$ cat src/rtl/alu_ctrl_pkg.sv
// Shared types and sizes for the ALU request arbiter: FSM encoding,
// requester count, mux-select width and wait-counter width.
package alu_ctrl_pkg;

    localparam int unsigned N_REQ = 4;
    localparam int unsigned SEL_W = 2;
    localparam int unsigned CNT_W = 8;

    typedef enum logic [1:0] {
        ST_IDLE  = 2'd0,
        ST_ISSUE = 2'd1,
        ST_WAIT  = 2'd2
    } arb_state_e;

    // One-hot grant vector for a requester index.
    function automatic logic [N_REQ-1:0] idx_to_onehot(input logic [SEL_W-1:0] idx);
        return N_REQ'(1) << idx;
    endfunction

endpackage

$ cat src/rtl/alu_rr_arbiter_if.sv
// Requester/ALU handshake bundle between the arbiter and its environment.
interface alu_rr_arbiter_if;
    import alu_ctrl_pkg::*;

    logic [N_REQ-1:0] req;
    logic             alu_done;
    logic [N_REQ-1:0] gnt;
    logic [SEL_W-1:0] sel;
    logic             alu_start;
    logic [N_REQ-1:0] done;
    logic             timeout_err;
    logic             busy;

    modport master (
        output req, alu_done,
        input  gnt, sel, alu_start, done, timeout_err, busy
    );

    modport slave (
        input  req, alu_done,
        output gnt, sel, alu_start, done, timeout_err, busy
    );

endinterface

$ cat src/rtl/rr_pick4.sv
// Rotated first-set search over four request bits, starting at ptr and
// wrapping upward. Purely combinational.
module rr_pick4
    import alu_ctrl_pkg::*;
(
    input  logic [N_REQ-1:0] req_i,
    input  logic [SEL_W-1:0] ptr_i,
    output logic             found_c_o,
    output logic [SEL_W-1:0] idx_c_o
);

    logic [SEL_W-1:0] cand;

    // Walk from the farthest offset down so the nearest set bit wins.
    always_comb begin
        found_c_o = 1'b0;
        idx_c_o   = '0;
        cand      = '0;
        for (int i = int'(N_REQ) - 1; i >= 0; i--) begin
            cand = ptr_i + SEL_W'(i);
            if (req_i[cand]) begin
                found_c_o = 1'b1;
                idx_c_o   = cand;
            end
        end
    end

endmodule

$ cat src/rtl/alu_rr_arbiter.sv
// Round-robin arbiter/sequencer sharing one ALU among four requesters:
// grants, pulses alu_start, holds until alu_done or timeout, then rotates.
module alu_rr_arbiter
    import alu_ctrl_pkg::*;
#(
    parameter int unsigned TIMEOUT = 16
) (
    input  logic             clk,
    input  logic             rst_n,
    alu_rr_arbiter_if.slave  bus
);

    arb_state_e       state_q, state_d;
    logic [N_REQ-1:0] gnt_q, gnt_d;
    logic [SEL_W-1:0] sel_q, sel_d;
    logic [SEL_W-1:0] ptr_q, ptr_d;
    logic [CNT_W-1:0] cnt_q, cnt_d;
    logic             start_q, start_d;
    logic [N_REQ-1:0] done_q, done_d;
    logic             tout_q, tout_d;
    logic             busy_q, busy_d;

    logic             pick_found;
    logic [SEL_W-1:0] pick_idx;
    logic [CNT_W-1:0] cnt_inc;

    rr_pick4 u_pick (
        .req_i     (bus.req),
        .ptr_i     (ptr_q),
        .found_c_o (pick_found),
        .idx_c_o   (pick_idx)
    );

    assign cnt_inc = (cnt_q == {CNT_W{1'b1}}) ? cnt_q : cnt_q + CNT_W'(1);

    always_ff @(posedge clk or negedge rst_n) begin
        if (!rst_n) begin
            state_q <= ST_IDLE;
            gnt_q   <= '0;
            sel_q   <= '0;
            ptr_q   <= '0;
            cnt_q   <= '0;
            start_q <= 1'b0;
            done_q  <= '0;
            tout_q  <= 1'b0;
            busy_q  <= 1'b0;
        end else begin
            state_q <= state_d;
            gnt_q   <= gnt_d;
            sel_q   <= sel_d;
            ptr_q   <= ptr_d;
            cnt_q   <= cnt_d;
            start_q <= start_d;
            done_q  <= done_d;
            tout_q  <= tout_d;
            busy_q  <= busy_d;
        end
    end

    // Forced release lands TIMEOUT cycles after the alu_start pulse;
    // alu_done wins when both happen in the same WAIT cycle.
    always_comb begin
        state_d = state_q;
        gnt_d   = gnt_q;
        sel_d   = sel_q;
        ptr_d   = ptr_q;
        cnt_d   = cnt_q;
        start_d = 1'b0;
        done_d  = '0;
        tout_d  = 1'b0;

        case (state_q)
            ST_IDLE: begin
                if (pick_found) begin
                    gnt_d   = idx_to_onehot(pick_idx);
                    sel_d   = pick_idx;
                    start_d = 1'b1;
                    state_d = ST_ISSUE;
                end
            end
            ST_ISSUE: begin
                cnt_d   = '0;
                state_d = ST_WAIT;
            end
            ST_WAIT: begin
                cnt_d = cnt_inc;
                if (bus.alu_done) begin
                    done_d  = gnt_q;
                    gnt_d   = '0;
                    ptr_d   = sel_q + SEL_W'(1);
                    state_d = ST_IDLE;
                end else if (cnt_inc == CNT_W'(TIMEOUT - 1)) begin
                    tout_d  = 1'b1;
                    gnt_d   = '0;
                    ptr_d   = sel_q + SEL_W'(1);
                    state_d = ST_IDLE;
                end
            end
            default: begin
                gnt_d   = '0;
                state_d = ST_IDLE;
            end
        endcase

        busy_d = (state_d != ST_IDLE);
    end

    assign bus.gnt         = gnt_q;
    assign bus.sel         = sel_q;
    assign bus.alu_start   = start_q;
    assign bus.done        = done_q;
    assign bus.timeout_err = tout_q;
    assign bus.busy        = busy_q;

endmodule

$ cat src/flat_wrapper.sv
// flat-port wrapper written by rule: the top's interface ports become plain ports
module alu_rr_arbiter_flat import alu_ctrl_pkg::*;
#(
    parameter int unsigned TIMEOUT = 16
)
  (clk, rst_n, bus_req, bus_alu_done, bus_gnt, bus_sel, bus_alu_start, bus_done, bus_timeout_err, bus_busy);
  alu_rr_arbiter_if bus_i ();
  input  logic clk;
  input  logic rst_n;
  input wire logic [$bits(bus_i.req)-1:0] bus_req;
  input wire logic [$bits(bus_i.alu_done)-1:0] bus_alu_done;
  output wire logic [$bits(bus_i.gnt)-1:0] bus_gnt;
  output wire logic [$bits(bus_i.sel)-1:0] bus_sel;
  output wire logic [$bits(bus_i.alu_start)-1:0] bus_alu_start;
  output wire logic [$bits(bus_i.done)-1:0] bus_done;
  output wire logic [$bits(bus_i.timeout_err)-1:0] bus_timeout_err;
  output wire logic [$bits(bus_i.busy)-1:0] bus_busy;
  assign bus_i.req = bus_req;
  assign bus_i.alu_done = bus_alu_done;
  assign bus_gnt = bus_i.gnt;
  assign bus_sel = bus_i.sel;
  assign bus_alu_start = bus_i.alu_start;
  assign bus_done = bus_i.done;
  assign bus_timeout_err = bus_i.timeout_err;
  assign bus_busy = bus_i.busy;
  alu_rr_arbiter #(.TIMEOUT(TIMEOUT)) u_core (.clk(clk), .rst_n(rst_n), .bus(bus_i));
endmodule
$ cat config.mk
export PLATFORM = sky130hd
export DESIGN_NAME = alu_rr_arbiter_flat
export DESIGN_NICKNAME = d
export VERILOG_FILES = /design/src/rtl/alu_ctrl_pkg.sv /design/src/rtl/alu_rr_arbiter_if.sv /design/src/rtl/rr_pick4.sv /design/src/rtl/alu_rr_arbiter.sv /design/src/flat_wrapper.sv
export SDC_FILE = /design/constraint.sdc
export NUM_CORES = 1
export LEC_CHECK = 0
export CAP_MARGIN = 40
export CORE_AREA = 10 10 58 84
export CTS_BUF_LIST = sky130_fd_sc_hd__clkbuf_4 sky130_fd_sc_hd__clkbuf_8
export DETAILED_ROUTE_END_ITERATION = 6
export DIE_AREA = 0 0 68 94
export PLACE_DENSITY = 0.65
export SLEW_MARGIN = 0
export SYNTH_ARGS = -nofsm -noshare
export SYNTH_HDL_FRONTEND = slang
export SYNTH_HIERARCHICAL = 1
export SYNTH_SLANG_ARGS = --single-unit
$ cat constraint.sdc
create_clock -name clk -period 5.1 [get_ports clk]
set_clock_uncertainty 0.2 [all_clocks]
set_input_delay 0.51 -clock clk [delete_from_list [all_inputs] [get_ports clk]]
set_output_delay 0.51 -clock clk [all_outputs]
set_load 0.01 [all_outputs]
==> impl_metrics.yaml, run 1 <==
route:
  wire_per_inst_um: 16.09
  num_vias: 1211
  drtPass1Iterations: 4
  vias_per_cell: 5.606
  drc: 0
  postRouteAntennaNets: 0
  drt-total-wl_mm: 3.476
  initialDrtViolationCount: 30
sta:
  fin_setup_tns_ns: 0
  finalHoldViolCount: 0
  setup_viol_count_final: 0
  period_needed_ns: 2.631
  fin_ws_ns: 2.469
  fin_crit_sh_pct: 51.58
  slew_viol_final: 0
  max_freq_ghz: 0.3801
  maxSlewHeadroom_pct: 65.77
  rsz0062_at_grt: "false"
  worst_pin_slew_ns: 0.5095
global_routing:
  grt_overflow: 0
  grt_max_degree: 26
  antenna_found_initial: 0
  grt_usage_pct: 11.59
  grt_pass1_wl_mm: 5.982
  first_global_vias: 1294
synth:
  netlist_top_cells_area: "dfrtp_1 (42%), ha_1 (4.2%), a21oi_1 (3.7%)"
  ys_warn_count: 6
  synth.net_count: 167
  yosys_most_used_dff: "dfrtp_1"
  synth_area_sq_um: 1476
  yosysMostFrequentCell: "dfrtp_1"
  synth_edf_count: 0
  ys_seq_area_share_pct: 42.37
  syn_avg_cell_area_sq_um: 9.525
  postSynth.asyncResetShare_pct: 100.0
  synth_top_cell_by_area: "dfrtp_1"
  yosysUniqueCellTypes: 50
  syn_inst: 155
  synth_commonest_cells: "dfrtp_1 (25), nand2_1 (14), nor2_1 (12)"
  ys_ff_latch: 25
  netlist.area_leader.share_pct: 42.37
clock_network:
  clock_sinks: 25
  htree_num_levels: 1
  clkTransAtPathRegs_ns: 0.08
  cts_tree: "built"
  root_buffer: "clkbuf_8"
  post_cts_buffers: 0
  cts_hold_buffers: 0
  clockBufferDepth: 2
  cts_resized: 0
  numCtsBuffers: 3
  clk_latency_ns: 0.26
critical_path:
  slowest_delay_ns: 0.44
  crit_top_cell: "inv_1"
  cp-end-kind: "flip-flop"
  crit_path_start: "u_core/state_q[0]$_DFF_PN0_"
  path_class: "flip-flop to flip-flop"
  cp-start-kind: "flip-flop"
  worstPathArrival_ns: 2.58
  slowest_stage: "dfrtp_1"
  crit_chain: "inv_1 > ha_1 > inv_1 > nor2_1 > nor3_1 > a32o_1 > a311o_2"
  cp.required_ns: 5.05
  cp_max_fo: 11
  r2r-start: "u_core/state_q[0]$_DFF_PN0_"
layout:
  diodes: 0
  layout-drive-gt1-share_pct: 9.195
  stdcell_count: 216
  design_area_sq_um: 1733
  finalNetCount: 187
  area_growth_pct: 17.37
placement:
  place_worst_setup_slack_ns: 2.500
  gp_congestion: 0.8995
  placed_cell_area_sq_um: 1687
  placed_cells: 212
  portBuffers: 19
  hpwlAfterDp_mm: 2.730
floorplanning:
  io_pins: 20
  die_w_um: 68
  dieArea_sq_um: 6392
  die_y_um: 94
  start_util_pct: 43.64
  core_sq_um: 3383
  fp-row-count: 26
pwr:
  ir_drop_v: 0.0001942
  power_density_nw_per_um2: 460.0
  p_leak_nw: 0.7261
  total_power_uw: 797.1
run_status:
  status: "completed"
run:
  cap_violations: 0
worst_hold_path:
  worstHoldStart: "u_core/bus.sel[1]$_DFFE_PN0P_"
  min_path_type: "flip-flop to flip-flop"
per-layer routing:
layer	vias to the layer above	share of wire (%)	track usage, %	routed length, um
met4	0	2.7	5.387	93
met5	-	0	0	0
li1	603	-	-	-
met1	573	37	11.72	1294
met3	10	3.8	2.031	131
met2	25	56	21.57	1956
logic make-up after synthesis:
logic type                 after synthesis  synth area share (%)
adders and majority gates                5                 4.237
AOI/OAI and AO/OA                       43                 20.59
and+or+nand+nor                         61                 23.64
xor gates and xnor gates                 3                 1.780
buffers and inverters                   15                 5.255
muxes                                    3                 2.119
DFF                                     25                 42.37
cell usage in the layout, fill, tap and decap left out, drive strengths merged, types with 2 or more instances in the layout:
cell,count
a211oi,2
nand2,14
ha,5
o21a,2
xnor2,2
o31ai,2
nor3,5
inv,10
o211ai,2
o21ai,9
o22ai,2
nor4b,2
nor4,3
mux2i,2
clkdlybuf4s50,19
nand2b,4
and3,6
dfrtp,25
a22oi,2
nor2,12
a21oi,11
clkbuf,3
nand3,8
a32oi,2
worst paths after layout:
path / slack (ns) / end / cells past startpoint
max in group asynchronous: 4.06 / u_core/cnt_q[2]$_DFFE_PN0P_ / 2
worst max-delay path: 2.47 / u_core/bus.gnt[2]$_DFFE_PN0P_ / 7
worst min-delay path: 0.35 / u_core/bus.sel[1]$_DFFE_PN0P_ / 2
min in group asynchronous: 0.40 / u_core/cnt_q[3]$_DFFE_PN0P_ / 2
worst min register to register: 0.35 / u_core/bus.sel[1]$_DFFE_PN0P_ / 2
worst max register to register: 2.47 / u_core/bus.gnt[2]$_DFFE_PN0P_ / 7
state kept, by name, summed over array words and instances, names as in the netlist:
register                count
u_core/cnt_q                8
u_core/bus.timeout_err      1
u_core/bus.done             4
u_core/state_q              2
u_core/bus.sel              2
u_core/bus.busy             1
u_core/bus.alu_start        1
u_core/ptr_q                2
u_core/bus.gnt              4
stage by stage:
| stage | hold slack [ns] | util, % |
|---|---|---|
| after floorplan | 0.01441 | - |
| after global routing | 0.3615 | 51.22 |
| after CTS | 0.3529 | 51.22 |
| after detailed placement | 0.3321 | 49.85 |
| final | 0.3487 | 51.22 |
| after global placement | 0.3235 | 49.85 |
worst max-delay path, delay by kind of cell, from the launching register on:
| kind | cells | cell delay [ns] |
|---|---|---|
| and+or+nand+nor | 2 | 0.54 |
| DFF | 1 | 0.44 |
| buffers and inverters | 2 | 0.36 |
| adders and majority gates | 1 | 0.39 |
| AOI/OAI and AO/OA | 2 | 0.59 |
area by class of cell:
type,instances,area (sq um)
sequential,25,625.6
clock inverter,1,5.005
multi-input combinational,115,773.2
clock buffer,3,41.29
inverter,10,37.54
fill,326,1650
tap,42,52.55
timing repair buffer,20,197.7
where the power goes:
part	leakage, nW	internal (mW)	switching [mW]
clock network	0.0255	0.0544	0.0593
registers	0.330	0.249	0.0595
logic	0.370	0.170	0.205
total	0.726	0.473	0.324
Power figures use the tool's default switching activity.
==> run 2: changes to the inputs <==
clock period = 2.7 ns   (was 5.1 ns; I/O delays follow)
==> impl_metrics.yaml, run 2 (synthesized netlist as in run 1, its figures left out) <==
run_status:
  status: "completed"
route:
  drtPass1Iterations: 4
  drt-total-wl_mm: 3.760
  drc: 0
  postRouteAntennaNets: 0
  vias_per_cell: 5.774
  initialDrtViolationCount: 77
  num_vias: 1276
  wire_per_inst_um: 17.01
placement:
  place_worst_setup_slack_ns: 0.3281
  placed_cell_area_sq_um: 1724
  placed_cells: 217
  hpwlAfterDp_mm: 2.951
  portBuffers: 19
  gp_congestion: 0.9206
global_routing:
  grt_max_degree: 26
  antenna_found_initial: 0
  grt_usage_pct: 12.50
  first_global_vias: 1349
  grt_pass1_wl_mm: 6.306
  grt_overflow: 0
clock_network:
  cts_resized: 0
  htree_num_levels: 1
  cts_tree: "built"
  clock_sinks: 25
  cts_hold_buffers: 0
  clkTransAtPathRegs_ns: 0.10
  root_buffer: "clkbuf_8"
  clockBufferDepth: 2
  clk_latency_ns: 0.27
  numCtsBuffers: 3
  post_cts_buffers: 0
floorplanning:
  die_y_um: 94
  fp-row-count: 26
  io_pins: 20
  dieArea_sq_um: 6392
  die_w_um: 68
  start_util_pct: 43.64
  core_sq_um: 3383
critical_path:
  critPathTopFamily: "compound AO/OA/AOI/OAI gates"
  slowest_delay_ns: 0.42
  path_class: "flip-flop to flip-flop"
  r2r_slack_ns: 0.29
  cp_max_fo: 10
  slowest_stage: "dfrtp_1"
  crit_chain: "ha_1 > nand2_1 > nor4_4 > o221ai_2 > buf_4 > o21ai_0 > o22ai_1"
  cp.required_ns: 2.62
  crit_buf_inv: 1
  worstPathArrival_ns: 2.33
  cp-end-kind: "flip-flop"
  cp-start-kind: "flip-flop"
sta:
  fin_ws_ns: 0.2909
  slew_viol_final: 0
  setup_viol_count_final: 0
  fin_crit_sh_pct: 89.23
  maxSlewHeadroom_pct: 68.11
  period_needed_ns: 2.409
  finalHoldViolCount: 0
  fin_hold_ws_ns: 0.1451
  fin_setup_tns_ns: 0
  max_freq_ghz: 0.4151
  rsz0062_at_grt: "false"
  worst_pin_slew_ns: 0.4747
layout:
  diodes: 0
  finalNetCount: 192
  area_growth_pct: 20.08
  fin_util_pct: 52.40
  design_area_sq_um: 1773
  final_common_cell: "dfrtp_1"
  top_register: "u_core/cnt_q"
  stdcell_count: 221
  final_cell_mix: "dfrtp_1 (25), clkdlybuf4s50_1 (19), nand2_1 (14), nor2_1 (12), a21oi_1 (11)"
  layout-drive-gt1-share_pct: 11.73
  largest_reg_flops: 8
pwr:
  total_power_mw: 1.563
  ir_drop_v: 0.0005197
  p_sw_share_pct: 41.29
  pwr-share-seq_pct: 36.4
  p_leak_nw: 0.7455
  p_clk_share_pct: 14.7
  cell_internal_pwr_uw: 917.8
  power_density_nw_per_um2: 881.7
  p_comb_share_pct: 48.9
  p_sw_uw: 645.4
run:
  cap_violations: 0
worst_hold_path:
  min_path_type: "input pin to asynchronous set/reset pin"
-- run 2: cell types whose count changed in the layout (fill, tap and decap cells not counted), sizes merged --
| cell | previous run | this run |
|---|---|---|
| clkinvlp | 0 | 1 |
| clkinv | 1 | 0 |
| buf | 1 | 6 |
-- run 2: worst paths after layout --
kind | startpoint | endpoint | cells after the start
setup / recovery | u_core/cnt_q[1]$_DFFE_PN0P_ | u_core/state_q[1]$_DFF_PN0_ | 7
hold / removal | rst_n | u_core/cnt_q[5]$_DFFE_PN0P_ | 2
setup reg to reg | u_core/cnt_q[1]$_DFFE_PN0P_ | u_core/state_q[1]$_DFF_PN0_ | 7
hold reg to reg | u_core/bus.sel[0]$_DFFE_PN0P_ | u_core/ptr_q[0]$_DFFE_PN0P_ | 1
max in group asynchronous | rst_n | u_core/bus.alu_start$_DFF_PN0_ | 2
min in group clk | u_core/bus.sel[0]$_DFFE_PN0P_ | u_core/ptr_q[0]$_DFFE_PN0P_ | 1
-- run 2: worst reg2reg max path, stage by stage (launching register included) --
cell      delay (ns)
dfrtp_1         0.42
ha_1            0.27
nand2_1         0.19
nor4_4          0.28
o221ai_2        0.17
buf_4           0.20
o21ai_0         0.33
o22ai_1         0.19
-- run 2: power groups by stage --
stage	combinational [mW]	clock [mW]	sequential, mW
2_1_floorplan	0.466	0	0.579
3_3_place_gp	0.742	0	0.573
3_5_place_dp	0.761	0	0.578
4_1_cts	0.763	0.236	0.571
5_1_grt	0.844	0.252	0.587
6_report	0.764	0.230	0.569
-- run 2: final cells by class --
type / count / area, sq um
fillers: 322 / 1610
flip-flops and latches: 25 / 625.6
multi-input cells: 115 / 773.2
well taps: 42 / 52.55
inverters: 10 / 37.54
clock inverters: 1 / 7.507
clock buffers: 3 / 41.29
repair buffers: 25 / 235.2
-- run 2: metal layers --
metal | wire [um] | track usage, % | vias to the layer above
li1 | - | - | 610
met1 | 1403 | 12.61 | 612
met2 | 2075 | 23.36 | 44
met3 | 172 | 1.792 | 10
met4 | 109 | 6.229 | 0
met5 | 0 | 0 | -
==> run 3: changes to the inputs <==
CORE_AREA = 2 2 44 87   (was 10 10 58 84)
DIE_AREA = 0 0 46 89   (was 0 0 68 94)
PLACE_DENSITY = not set   (was 0.65)
==> impl_metrics.yaml, run 3 (synthesized netlist as in run 1, its figures left out) <==
run_status:
  status: "completed"
sta:
  fin_crit_sh_pct: 92.94
  fin_hold_ws_ns: 0.1551
  worst_pin_slew_ns: 0.5047
  rsz0062_at_grt: "false"
  max_freq_ghz: 0.3985
  slew_viol_final: 0
  maxSlewHeadroom_pct: 66.09
  setup_viol_count_final: 0
  finalHoldViolCount: 0
  fin_setup_tns_ns: 0
  period_needed_ns: 2.509
critical_path:
  cp.depth: 7
  crit_path_end: "u_core/bus.gnt[1]$_DFFE_PN0P_"
  cp_max_fo: 11
  crit_chain: "ha_1 > nand2_1 > nor4_4 > o221ai_2 > buf_4 > or4b_1 > nand3_1"
  cp-end-kind: "flip-flop"
  cp.required_ns: 2.70
  crit_path_start: "u_core/cnt_q[0]$_DFFE_PN0P_"
  r2r_slack_ns: 0.19
  path_class: "flip-flop to flip-flop"
  critPathTopFamily: "simple AND/OR/NAND/NOR gates"
  r2r_cells: 7
  r2r-start: "u_core/cnt_q[0]$_DFFE_PN0P_"
  slowest_delay_ns: 0.56
  worstPathArrival_ns: 2.51
  r2r_end: "u_core/bus.gnt[1]$_DFFE_PN0P_"
  cp-start-kind: "flip-flop"
  slowest_stage: "dfrtp_1"
  crit_buf_inv: 1
worst_hold_path:
  min_path_type: "input pin to asynchronous set/reset pin"
floorplanning:
  die_y_um: 89
  core_sq_um: 3378
  dieArea_sq_um: 4094
  start_util_pct: 43.70
  io_pins: 20
  die_w_um: 46
  fp-row-count: 30
pwr:
  power_density_nw_per_um2: 883.4
  cell_internal_pwr_uw: 929.3
  total_power_mw: 1.548
  p_comb_share_pct: 47.6
  p_clk_share_pct: 14.7
  p_sw_uw: 619.1
  p_leak_nw: 0.7453
  ir_drop_v: 0.0003813
  pwr-share-seq_pct: 37.7
  p_sw_share_pct: 39.98
clock_network:
  clkTransAtPathRegs_ns: 0.09
  htree_num_levels: 1
  clockBufferDepth: 2
  root_buffer: "clkbuf_8"
  post_cts_buffers: 0
  cts_resized: 0
  cts_tree: "built"
  clk_latency_ns: 0.26
  clock_sinks: 25
  numCtsBuffers: 3
  cts_hold_buffers: 0
route:
  drt-total-wl_mm: 3.448
  initialDrtViolationCount: 43
  drtPass1Iterations: 4
  postRouteAntennaNets: 0
  vias_per_cell: 5.933
  num_vias: 1246
  wire_per_inst_um: 16.42
  drc: 0
layout:
  final_common_cell: "dfrtp_1"
  finalNetCount: 191
  largest_reg_flops: 8
  area_growth_pct: 18.73
  top_register: "u_core/cnt_q"
  final_cell_mix: "dfrtp_1 (25), clkdlybuf4s50_1 (19), nand2_1 (14), nor2_1 (12), a21oi_1 (11)"
  diodes: 0
  layout-drive-gt1-share_pct: 11.24
global_routing:
  grt_pass1_wl_mm: 5.809
  grt_max_degree: 26
  first_global_vias: 1247
  antenna_found_initial: 0
  grt_usage_pct: 19.19
  grt_overflow: 0
placement:
  portBuffers: 19
  hpwlAfterDp_mm: 2.673
  gp_congestion: 0.8138
run:
  cap_violations: 0
[run 3: changes by cell type in the layout (fill, tap and decap cells not counted), sizes merged]
| cell | previous run | this run |
|---|---|---|
| clkbuf | 3 | 4 |
| buf | 6 | 5 |
| clkinvlp | 1 | 0 |
[run 3: worst min-delay path by stage]
stage	startpoint	endpoint	slack, ns	cells after the start
detailed placement	u_core/bus.sel[1]$_DFFE_PN0P_	u_core/bus.sel[1]$_DFFE_PN0P_	0.32	2
finish	rst_n	u_core/state_q[1]$_DFF_PN0_	0.16	2
CTS	rst_n	u_core/state_q[1]$_DFF_PN0_	0.17	2
global placement	u_core/bus.sel[1]$_DFFE_PN0P_	u_core/bus.sel[1]$_DFFE_PN0P_	0.30	2
global route	rst_n	u_core/state_q[0]$_DFF_PN0_	0.17	2
floorplan	rst_n	u_core/bus.alu_start$_DFF_PN0_	-0.23	0
[run 3: area by class of cell]
class	count	area, sq um
inverters	10	37.54
flip-flops and latches	25	625.6
clock buffers	4	48.80
repair buffers	24	227.7
well taps	32	40.04
fillers	315	1625
multi-input cells	115	773.2
[run 3: routing by layer]
| layer | wire (um) | up-vias | global-route usage (%) | part of all wire, % |
|---|---|---|---|---|
| met3 | 82 | 8 | 2.222 | 2.4 |
| met1 | 1310 | 602 | 20.74 | 38 |
| met4 | 95 | 0 | 9.351 | 2.8 |
| li1 | - | 612 | - | - |
| met5 | 0 | - | 0 | 0 |
| met2 | 1960 | 24 | 34.72 | 57 |
[run 3: through the flow]
stage | utilization, % | instance area, sq um | setup WS [ns] | cells
after floorplan | - | 1476 | 0.5833 | 155
after global placement | 50.44 | 1704 | 0.3207 | 206
after detailed placement | 50.44 | 1704 | 0.2289 | 206
after CTS | 51.89 | 1753 | 0.2191 | 210
after global routing | 51.89 | 1753 | 0.04393 | 210
final | 51.89 | 1753 | 0.1907 | 210
[run 3: power by group through the flow]
stage          registers (mW)  logic (mW)  clock network, mW
6_report                0.584       0.737              0.228
5_1_grt                 0.600       0.824              0.254
4_1_cts                 0.584       0.737              0.236
3_5_place_dp            0.591       0.734                  0
3_3_place_gp            0.585       0.725                  0
2_1_floorplan           0.579       0.466                  0
